<file path="config.mk">
export PLATFORM = sky130hd
export DESIGN_NAME = apdtimer_multi
export DESIGN_NICKNAME = d
export VERILOG_FILES = /design/src/rtl/apdtimer_pkg.sv /design/src/rtl/tag_fifo.sv /design/src/rtl/apdtimer_multi.sv
export SDC_FILE = /design/constraint.sdc
export NUM_CORES = 1
export LEC_CHECK = 0
export CORE_MARGIN = 2
export CORE_UTILIZATION = 61
export DETAILED_ROUTE_END_ITERATION = 12
export HOLD_SLACK_MARGIN = 0.05
export PLACE_DENSITY = 0.79
export SYNTH_ARGS = -nofsm -noshare
export SYNTH_HDL_FRONTEND = slang
export SYNTH_SLANG_ARGS = --single-unit
</file>
<file path="constraint.sdc">
create_clock -name clk -period 6.6 [get_ports clk]
set_input_delay 1.32 -clock clk [delete_from_list [all_inputs] [get_ports clk]]
set_output_delay 1.32 -clock clk [all_outputs]
set_load 0.005 [all_outputs]
</file>
<file path="src/rtl/apdtimer_pkg.sv">
// Shared definitions for the apdtimer_multi time-tagger: record width,
// field offsets and the record layout used by firmware-side decoding.
package apdtimer_pkg;

    localparam int MAX_CHANNELS = 16;
    localparam int MAX_TS_WIDTH = 48;
    localparam int TS_LSB       = 0;

    function automatic int REC_W(input int channels, input int ts_width);
        return ts_width + channels + 1;
    endfunction

    function automatic int MASK_LSB(input int ts_width);
        return TS_LSB + ts_width;
    endfunction

    function automatic int WRAP_BIT(input int channels, input int ts_width);
        return MASK_LSB(ts_width) + channels;
    endfunction

    // Widest record; narrower builds use the low CHANNELS/TS_WIDTH bits of each field.
    typedef struct packed {
        logic                    wrap;
        logic [MAX_CHANNELS-1:0] mask;
        logic [MAX_TS_WIDTH-1:0] ts;
    } record_t;

endpackage

</file>
<file path="src/rtl/tag_fifo.sv">
// Synchronous first-word-fall-through FIFO; a push into a full FIFO is
// accepted when a pop happens on the same edge.
module tag_fifo #(
    parameter int WIDTH = 8,
    parameter int DEPTH = 4
) (
    input  logic                     clk,
    input  logic                     reset_n,
    input  logic                     push_i,
    input  logic [WIDTH-1:0]         wr_data_i,
    input  logic                     pop_i,
    output logic [WIDTH-1:0]         rd_data_o,
    output logic                     full_o,
    output logic                     empty_o,
    output logic [$clog2(DEPTH):0]   level_o
);
    localparam int AW = $clog2(DEPTH);

    logic [WIDTH-1:0] mem_q [DEPTH];
    logic [AW-1:0]    wr_ptr_q, wr_ptr_d;
    logic [AW-1:0]    rd_ptr_q, rd_ptr_d;
    logic [AW:0]      level_q, level_d;
    logic             do_push, do_pop;

    assign full_o  = (level_q == (AW+1)'(DEPTH));
    assign empty_o = (level_q == '0);
    assign do_pop  = pop_i & ~empty_o;
    assign do_push = push_i & (~full_o | do_pop);

    always_comb begin
        wr_ptr_d = wr_ptr_q;
        rd_ptr_d = rd_ptr_q;
        level_d  = level_q;
        if (do_push) wr_ptr_d = wr_ptr_q + 1'b1;
        if (do_pop)  rd_ptr_d = rd_ptr_q + 1'b1;
        case ({do_push, do_pop})
            2'b10:   level_d = level_q + 1'b1;
            2'b01:   level_d = level_q - 1'b1;
            default: level_d = level_q;
        endcase
    end

    always_ff @(posedge clk or negedge reset_n) begin
        if (!reset_n) begin
            wr_ptr_q <= '0;
            rd_ptr_q <= '0;
            level_q  <= '0;
        end else begin
            wr_ptr_q <= wr_ptr_d;
            rd_ptr_q <= rd_ptr_d;
            level_q  <= level_d;
        end
    end

    // NOTE: storage is deliberately not reset; the read port is gated by empty
    // so stale or uninitialised entries never reach the output.
    always_ff @(posedge clk) begin
        if (do_push) mem_q[wr_ptr_q] <= wr_data_i;
    end

    assign rd_data_o = empty_o ? '0 : mem_q[rd_ptr_q];
    assign level_o   = level_q;

endmodule

</file>
<file path="src/rtl/apdtimer_multi.sv">
// Multi-channel photon time-tagger: synchronises detector pulses, stamps rising
// edges with a free-running counter and queues one record per active cycle.
module apdtimer_multi
    import apdtimer_pkg::*;
#(
    parameter int CHANNELS   = 4,
    parameter int TS_WIDTH   = 36,
    parameter int FIFO_DEPTH = 16,
    parameter int LOST_WIDTH = 16
) (
    input  logic                                 clk,
    input  logic                                 reset_n,
    input  logic                                 operate,
    input  logic                                 reset_counter,
    input  logic [CHANNELS-1:0]                  chan_enable,
    input  logic [CHANNELS-1:0]                  detectors,
    output logic                                 data_valid,
    input  logic                                 data_ready,
    output logic [REC_W(CHANNELS, TS_WIDTH)-1:0] data,
    output logic [$clog2(FIFO_DEPTH):0]          fifo_level,
    output logic [LOST_WIDTH-1:0]                lost_count,
    output logic                                 overflow
);
    localparam int REC_WIDTH = REC_W(CHANNELS, TS_WIDTH);

    logic [CHANNELS-1:0]   edge_flag;
    logic [TS_WIDTH-1:0]   cnt_q, cnt_d;
    logic [LOST_WIDTH-1:0] lost_q, lost_d;
    logic                  ovf_q, ovf_d;
    logic                  wrap;
    logic                  push, pop, drop;
    logic                  fifo_full, fifo_empty;
    logic [REC_WIDTH-1:0]  wr_rec;

    // sync_q[0..1] form the metastability synchroniser, sync_q[2] the edge history.
    for (genvar i = 0; i < CHANNELS; i++) begin : g_chan
        logic [2:0] sync_q;

        always_ff @(posedge clk or negedge reset_n) begin
            if (!reset_n) sync_q <= '0;
            else          sync_q <= {sync_q[1:0], detectors[i]};
        end

        assign edge_flag[i] = sync_q[1] & ~sync_q[2] & chan_enable[i] & operate;
    end

    assign wrap = operate & ~reset_counter & (&cnt_q);
    assign push = wrap | (|edge_flag);
    assign pop  = data_valid & data_ready;
    assign drop = push & fifo_full & ~pop;

    // NOTE: every combinational output gets a default first so no path infers a latch.
    always_comb begin
        cnt_d = cnt_q;
        if (reset_counter) cnt_d = '0;
        else if (operate)  cnt_d = cnt_q + 1'b1;
    end

    always_comb begin
        wr_rec                                = '0;
        wr_rec[WRAP_BIT(CHANNELS, TS_WIDTH)]  = wrap;
        wr_rec[MASK_LSB(TS_WIDTH) +: CHANNELS] = edge_flag;
        wr_rec[TS_LSB +: TS_WIDTH]            = cnt_q;
    end

    always_comb begin
        lost_d = lost_q;
        ovf_d  = ovf_q;
        if (reset_counter) begin
            lost_d = '0;
            ovf_d  = 1'b0;
        end else if (drop) begin
            ovf_d = 1'b1;
            if (lost_q != '1) lost_d = lost_q + 1'b1;
        end
    end

    always_ff @(posedge clk or negedge reset_n) begin
        if (!reset_n) begin
            cnt_q  <= '0;
            lost_q <= '0;
            ovf_q  <= 1'b0;
        end else begin
            cnt_q  <= cnt_d;
            lost_q <= lost_d;
            ovf_q  <= ovf_d;
        end
    end

    tag_fifo #(
        .WIDTH (REC_WIDTH),
        .DEPTH (FIFO_DEPTH)
    ) u_fifo (
        .clk       (clk),
        .reset_n   (reset_n),
        .push_i    (push),
        .wr_data_i (wr_rec),
        .pop_i     (pop),
        .rd_data_o (data),
        .full_o    (fifo_full),
        .empty_o   (fifo_empty),
        .level_o   (fifo_level)
    );

    assign data_valid = ~fifo_empty;
    assign lost_count = lost_q;
    assign overflow   = ovf_q;

endmodule

</file>
==> results of run 1 <==
-- area by class of cell --
cell class / count / share of cell area (%)
sequential: 734 / 66.53
multi-input combinational: 539 / 20.89
clock buffer: 91 / 5.909
timing repair buffer: 113 / 3.473
tap: 607 / 2.332
clock inverter: 37 / 0.7377
inverter: 11 / 0.1268
-- critical path, cell delays in order (launching register included) --
cell and delay (ns):
dfrtp_4 0.98, buf_4 0.50, mux4_2 0.59, mux4_2 0.50, and2_1 0.17, clkdlybuf4s50_1 0.45
-- synthesized netlist by cell type (2+ instances only) --
library cell	number
dfrtp_1	78
o21ai_0	3
nor3_1	16
xnor2_1	28
and3_1	16
nor4_1	4
nand3_1	21
mux2_1	3
buf_2	18
or4_1	5
o21ai_1	5
xor2_1	19
nor2b_1	6
and2_1	43
and4b_1	4
a31oi_1	2
nand2_1	30
buf_6	3
nand2b_1	3
edfxtp_1	656
inv_1	11
or3_1	6
clkbuf_1	40
mux4_2	205
mux2i_1	3
o211ai_1	3
nor2_1	57
a21o_1	2
o31ai_1	4
a21oi_1	11
and4_1	4
mux2_4	2
nand4_1	11
nand3b_1	2
buf_1	5
ha_1	10
-- per-layer routing --
metal	vias up	wire, um	global-route usage [%]
met1	7576	24250	37.07
met5	-	0	0
li1	5778	-	-
met4	0	1368	8.205
met2	777	32860	44.56
met3	109	5487	5.112
-- flip-flops by register name, summed over array words and instances, names as in the netlist --
| register | flops |
|---|---|
| overflow | 1 |
| u_fifo.mem_q | 656 |
| u_fifo.level_o | 5 |
| g_chan.sync_q | 12 |
| lost_count | 16 |
| u_fifo.wr_ptr_q | 4 |
| cnt_q | 36 |
| u_fifo.rd_ptr_q | 4 |
-- metrics by stage --
step	util, %	instances
after floorplan	-	1351
after global routing	69.95	2132
final	69.95	2132
after CTS	69.95	2132
after detailed placement	65.30	2004
after global placement	65.30	2004
-- logic make-up (layout without fill, tap and decap cells) --
family | Yosys count | count (layout) | share of synthesized area, %
DFF | 734 | 734 | 75.34
muxes | 213 | 213 | 16.39
xor gates and xnor gates | 47 | 47 | 1.432
adders and majority gates | 11 | 11 | 0.5051
buffers and inverters | 78 | 252 | 1.189
and+or+nand+nor | 235 | 235 | 4.441
AOI/OAI and AO/OA | 33 | 33 | 0.7009
-- worst max path at each step --
stage | startpoint | depth (start not counted) | end | slack (ns)
2_1_floorplan | operate | 10 | u_fifo.mem_q[1][0] | 0.63
3_3_place_gp | operate | 7 | u_fifo.mem_q[10][10] | 1.36
3_5_place_dp | operate | 7 | u_fifo.mem_q[10][10] | 1.30
4_1_cts | u_fifo.rd_ptr_q[0] | 5 | data[10] | 1.33
5_1_grt | u_fifo.rd_ptr_q[0] | 5 | data[10] | 1.25
6_report | u_fifo.rd_ptr_q[0] | 5 | data[10] | 1.44
-- report_power, final --
part           internal [mW]  switching (mW)  total [mW]
logic                   1.79            1.26        3.04
clock network           2.14            1.67        3.81
registers               5.22           0.381        5.61
==> impl_metrics.ini, run 1 <==
[min_path]
hold_class = flop to flop
min-delay-start = g_chan[2].sync_q[0]
min_to = g_chan[2].sync_q[1]
hold_path_depth = 0

[cts]
cts_htree_levels = 3
ctsResizeCount = 0
clk_path_buf_depth = 3
cts_num_sinks = 734
cts_setup_buffers = 0
cts_tree = done
cts_made_buffers = 70
path_clk_slew_ns = 0.06
cts.hold.buffers_added = 0
insertion_delay_ns = 0.60
cts_root_buf = clkbuf_16

[final_layout]
drive_gt1_share_pct = 23.93
mostFrequentLayoutCells = edfxtp_1 (656), mux4_2 (205), dfrtp_1 (74), clkdlybuf4s50_1 (74), clkbuf_16 (73)
multi_input_area_mm2 = 0.006804
diodes = 0
fillers = 2655
design_area_mm2 = 0.03256
synthToLayoutAreaGrowth_pct = 13.31
regArea_mm2 = 0.02166
layout_commonest_cell = edfxtp_1
finalNetCount = 1493

[sta]
finalHoldViolations = 0
relSlewSlack_pct = 26.24
drv_slew = 0
fin_hold_ws_ns = 0.3475
fmax_mhz = 193.8
layout_setup_ws_ns = 1.439
final-setup-viol-count = 0
skew_ns = 0.01798
fin_crit_ns = 5.161
fin_crit_sh_pct = 78.19
tns_ns = 0
tightest_slew_ns = 1.106
rsz0062_at_grt = false

[detailed_routing]
vias_per_cell = 6.679
dr.pass1.iters = 6
wl_per_cell_um = 30.01
wl_um = 63970
route.detailed.drc = 0
ant_nets = 0
drtIter0Drc = 1783
via_count = 14240

[placement]
port_buffers = 76
dp_slack_ns = 1.297
dpl_cell_area_mm2 = 0.03040
dp_hpwl_um = 35010
gp_congestion = 0.7914

[floorplanning]
fp.dieW_um = 221.1
die_y_um = 221.1
ios = 77
rows = 79
die_area_mm2 = 0.04886
initial_core_util_pct = 61.73
core_mm2 = 0.04656

[setup_path]
cp-start-kind = flop
arrival_ns = 3.84
reg2reg_setup_slack_ns = 2.14
worstSetupPathType = flop to primary output
crit_fanout = 34
required_ns = 5.28
regToRegEndpoint = u_fifo.mem_q[10][9]
endpoint_kind = primary output
reg2reg_depth = 6
timing.rr.start = cnt_q[21]

[logic_synthesis]
ys_types = 48
syn-num-nets = 1375
ys.flop_type = edfxtp_1
yosysWarnings = 0
synth_seq_cells = 734
ys_seq_area_share_pct = 75.34
syn_area_mm2 = 0.02874
netlist_instances = 1351
synth_area_leaders = edfxtp_1 (69%), mux4_2 (16%), dfrtp_1 (6.8%)
synth_top_area_share_pct = 68.55
synth.avg_cell_area_um2 = 21.27
ys_async_sr_fraction_pct = 10.63
synth_area_leader_cell = edfxtp_1
synth_edf_count = 656

[global_routing]
grt_pass1_wl_um = 96540
grt_pass1_vias = 14972
antenna_found_initial = 0
grt_overflow = 0
grt_use_total_pct = 26.89
grt_max_degree = 63

[pwr]
total_power_mw = 12.46
leakage_nw = 11.02
power_density_mw_per_mm2 = 382.6
irDropWorstVdd_uv = 304.4

[job]
maxCapViolations = 0

[run_status]
status = finished clean
No activity file was read; power rests on OpenSTA's default activity.
==> run 2: changes to the inputs <==
clock period = 4.9 ns   (was 6.6 ns; I/O delays follow)
==> run 2 against run 1 <==
Against the previous run:
- clock skew rose by 0.0010 ns
- clock-buffer cell count rose by 12
- routed wire length fell by 6.1%
- non-clock buffer count rose by 7
- register-to-register slack got worse by 1.2 ns
- first-iteration DRC count fell by 20%
- combinational power rose by 41%
- sequential share of layout area fell by 0.082 points
- sequential cell count did not move
- total power rose by 33%
- sequential power rose by 31%
- critical path type unchanged
- critical endpoint is now data[35]
- largest cell class unchanged
==> impl_metrics.ini, run 2 (synthesis results as in run 1) <==
[cts]
cts_tree = done
clk_path_buf_depth = 3
cts_num_sinks = 734
path_clk_slew_ns = 0.06
ctsResizeCount = 0
cts_htree_levels = 3
cts.hold.buffers_added = 0
cts_made_buffers = 70
insertion_delay_ns = 0.59
cts_setup_buffers = 0
cts_root_buf = clkbuf_16

[final_layout]
finalNetCount = 1500
diodes = 0
largest_reg_flops = 656
top_register = u_fifo.mem_q
drive_gt1_share_pct = 23.77
mostFrequentLayoutCells = edfxtp_1 (656), mux4_2 (205), dfrtp_1 (74), clkdlybuf4s50_1 (74), clkbuf_16 (73)
layout_commonest_cell = edfxtp_1
synthToLayoutAreaGrowth_pct = 13.45

[setup_path]
required_ns = 3.92
worstSetupPathType = flop to primary output
cp-start-kind = flop
critPathMaxStageDelay_ns = 0.58
endpoint_kind = primary output
crit_top_cell = mux4_2
crit_slowest_cell = dfrtp_4
crit_fanout = 29
arrival_ns = 3.48
crit_chain = buf_4, mux4_2, mux4_2, and2_1, clkdlybuf4s50_1

[global_routing]
grt_overflow = 0
grt_max_degree = 79
grt_pass1_wl_um = 92550
antenna_found_initial = 0
grt_use_total_pct = 25.55
grt_pass1_vias = 14883

[detailed_routing]
ant_nets = 0
dr.pass1.iters = 6
wl_per_cell_um = 28.15
route.detailed.drc = 0
wl_um = 60060
vias_per_cell = 6.489
drtIter0Drc = 1433
via_count = 13847

[pwr]
total_power_mw = 16.59
irDropWorstVdd_uv = 386.7
power_density_mw_per_mm2 = 508.8
leakage_nw = 11.02

[sta]
tns_ns = 0
fmax_mhz = 224.1
drv_slew = 0
fin_hold_ws_ns = 0.3481
tightest_slew_ns = 1.088
final-setup-viol-count = 0
rsz0062_at_grt = false
finalHoldViolations = 0
relSlewSlack_pct = 27.47
fin_crit_sh_pct = 91.05
skew_ns = 0.01900
fin_crit_ns = 4.461

[placement]
dp_hpwl_um = 32620
gp_congestion = 0.7623
port_buffers = 76

[floorplanning]
fp.dieW_um = 221.1
initial_core_util_pct = 61.73
rows = 79
die_y_um = 221.1
core_mm2 = 0.04656
die_area_mm2 = 0.04886
ios = 77

[run_status]
status = finished clean

[min_path]
hold_class = flop to flop

[job]
maxCapViolations = 0
-- run 2: cell count changes in the layout (fill, tap and decap cells not counted), sizes merged --
cell    previous run  this run
buf               39        46
bufinv             2         0
clkbuf            91       103
clkinv            28        19
inv               17        11
-- run 2: critical path, delay by kind of cell, from the launching register on --
family                 cells  cell delay (ns)
multiplexers               2             1.11
buffers and inverters      2             0.98
flip-flops                 1             0.58
AND/OR/NAND/NOR            1             0.21
-- run 2: per-stage QoR --
step | worst slack (ns) | std cells | utilization (%) | cell area (um2)
after floorplan | 0.3885 | 1351 | - | 28750
after global placement | 0.5865 | 2011 | 65.61 | 30550
after detailed placement | 0.4285 | 2011 | 65.61 | 30550
after CTS | 0.3667 | 2134 | 70.03 | 32600
after global routing | 0.2898 | 2134 | 70.03 | 32600
final | 0.4387 | 2134 | 70.03 | 32600
-- run 2: final timing paths --
path,startpoint,to,slack [ns],cells after the start
setup / recovery,u_fifo.rd_ptr_q[0],data[35],0.44,5
hold / removal,g_chan[3].sync_q[0],g_chan[3].sync_q[1],0.35,0
setup reg to reg,cnt_q[9],u_fifo.mem_q[13][17],0.95,7
hold reg to reg,g_chan[3].sync_q[0],g_chan[3].sync_q[1],0.35,0
max in group asynchronous,reset_n,u_fifo.rd_ptr_q[0],3.49,1
min in group asynchronous,reset_n,lost_count[12],0.55,1
-- run 2: report_power, final --
part	internal, mW	switching (mW)	leakage [nW]
Clock	2.78	2.15	1.00
Sequential	7.04	0.333	7.40
Combinational	2.45	1.83	2.61
-- run 2: final cells by class --
class / instances / area [um2]
sequential: 734 / 21660
fill: 2701 / 13950
clock buffer: 103 / 1969
inverter: 11 / 41.29
clock inverter: 20 / 88.84
timing repair buffer: 120 / 1259
tap: 607 / 759.5
multi-input combinational: 539 / 6823
-- run 2: layer usage --
| metal | routed length, um | up-vias | track usage [%] |
|---|---|---|---|
| li1 | - | 5791 | - |
| met1 | 23980 | 7319 | 35.81 |
| met4 | 1344 | 0 | 7.902 |
| met5 | 0 | - | 0 |
| met3 | 4296 | 106 | 4.993 |
| met2 | 30450 | 631 | 41.58 |
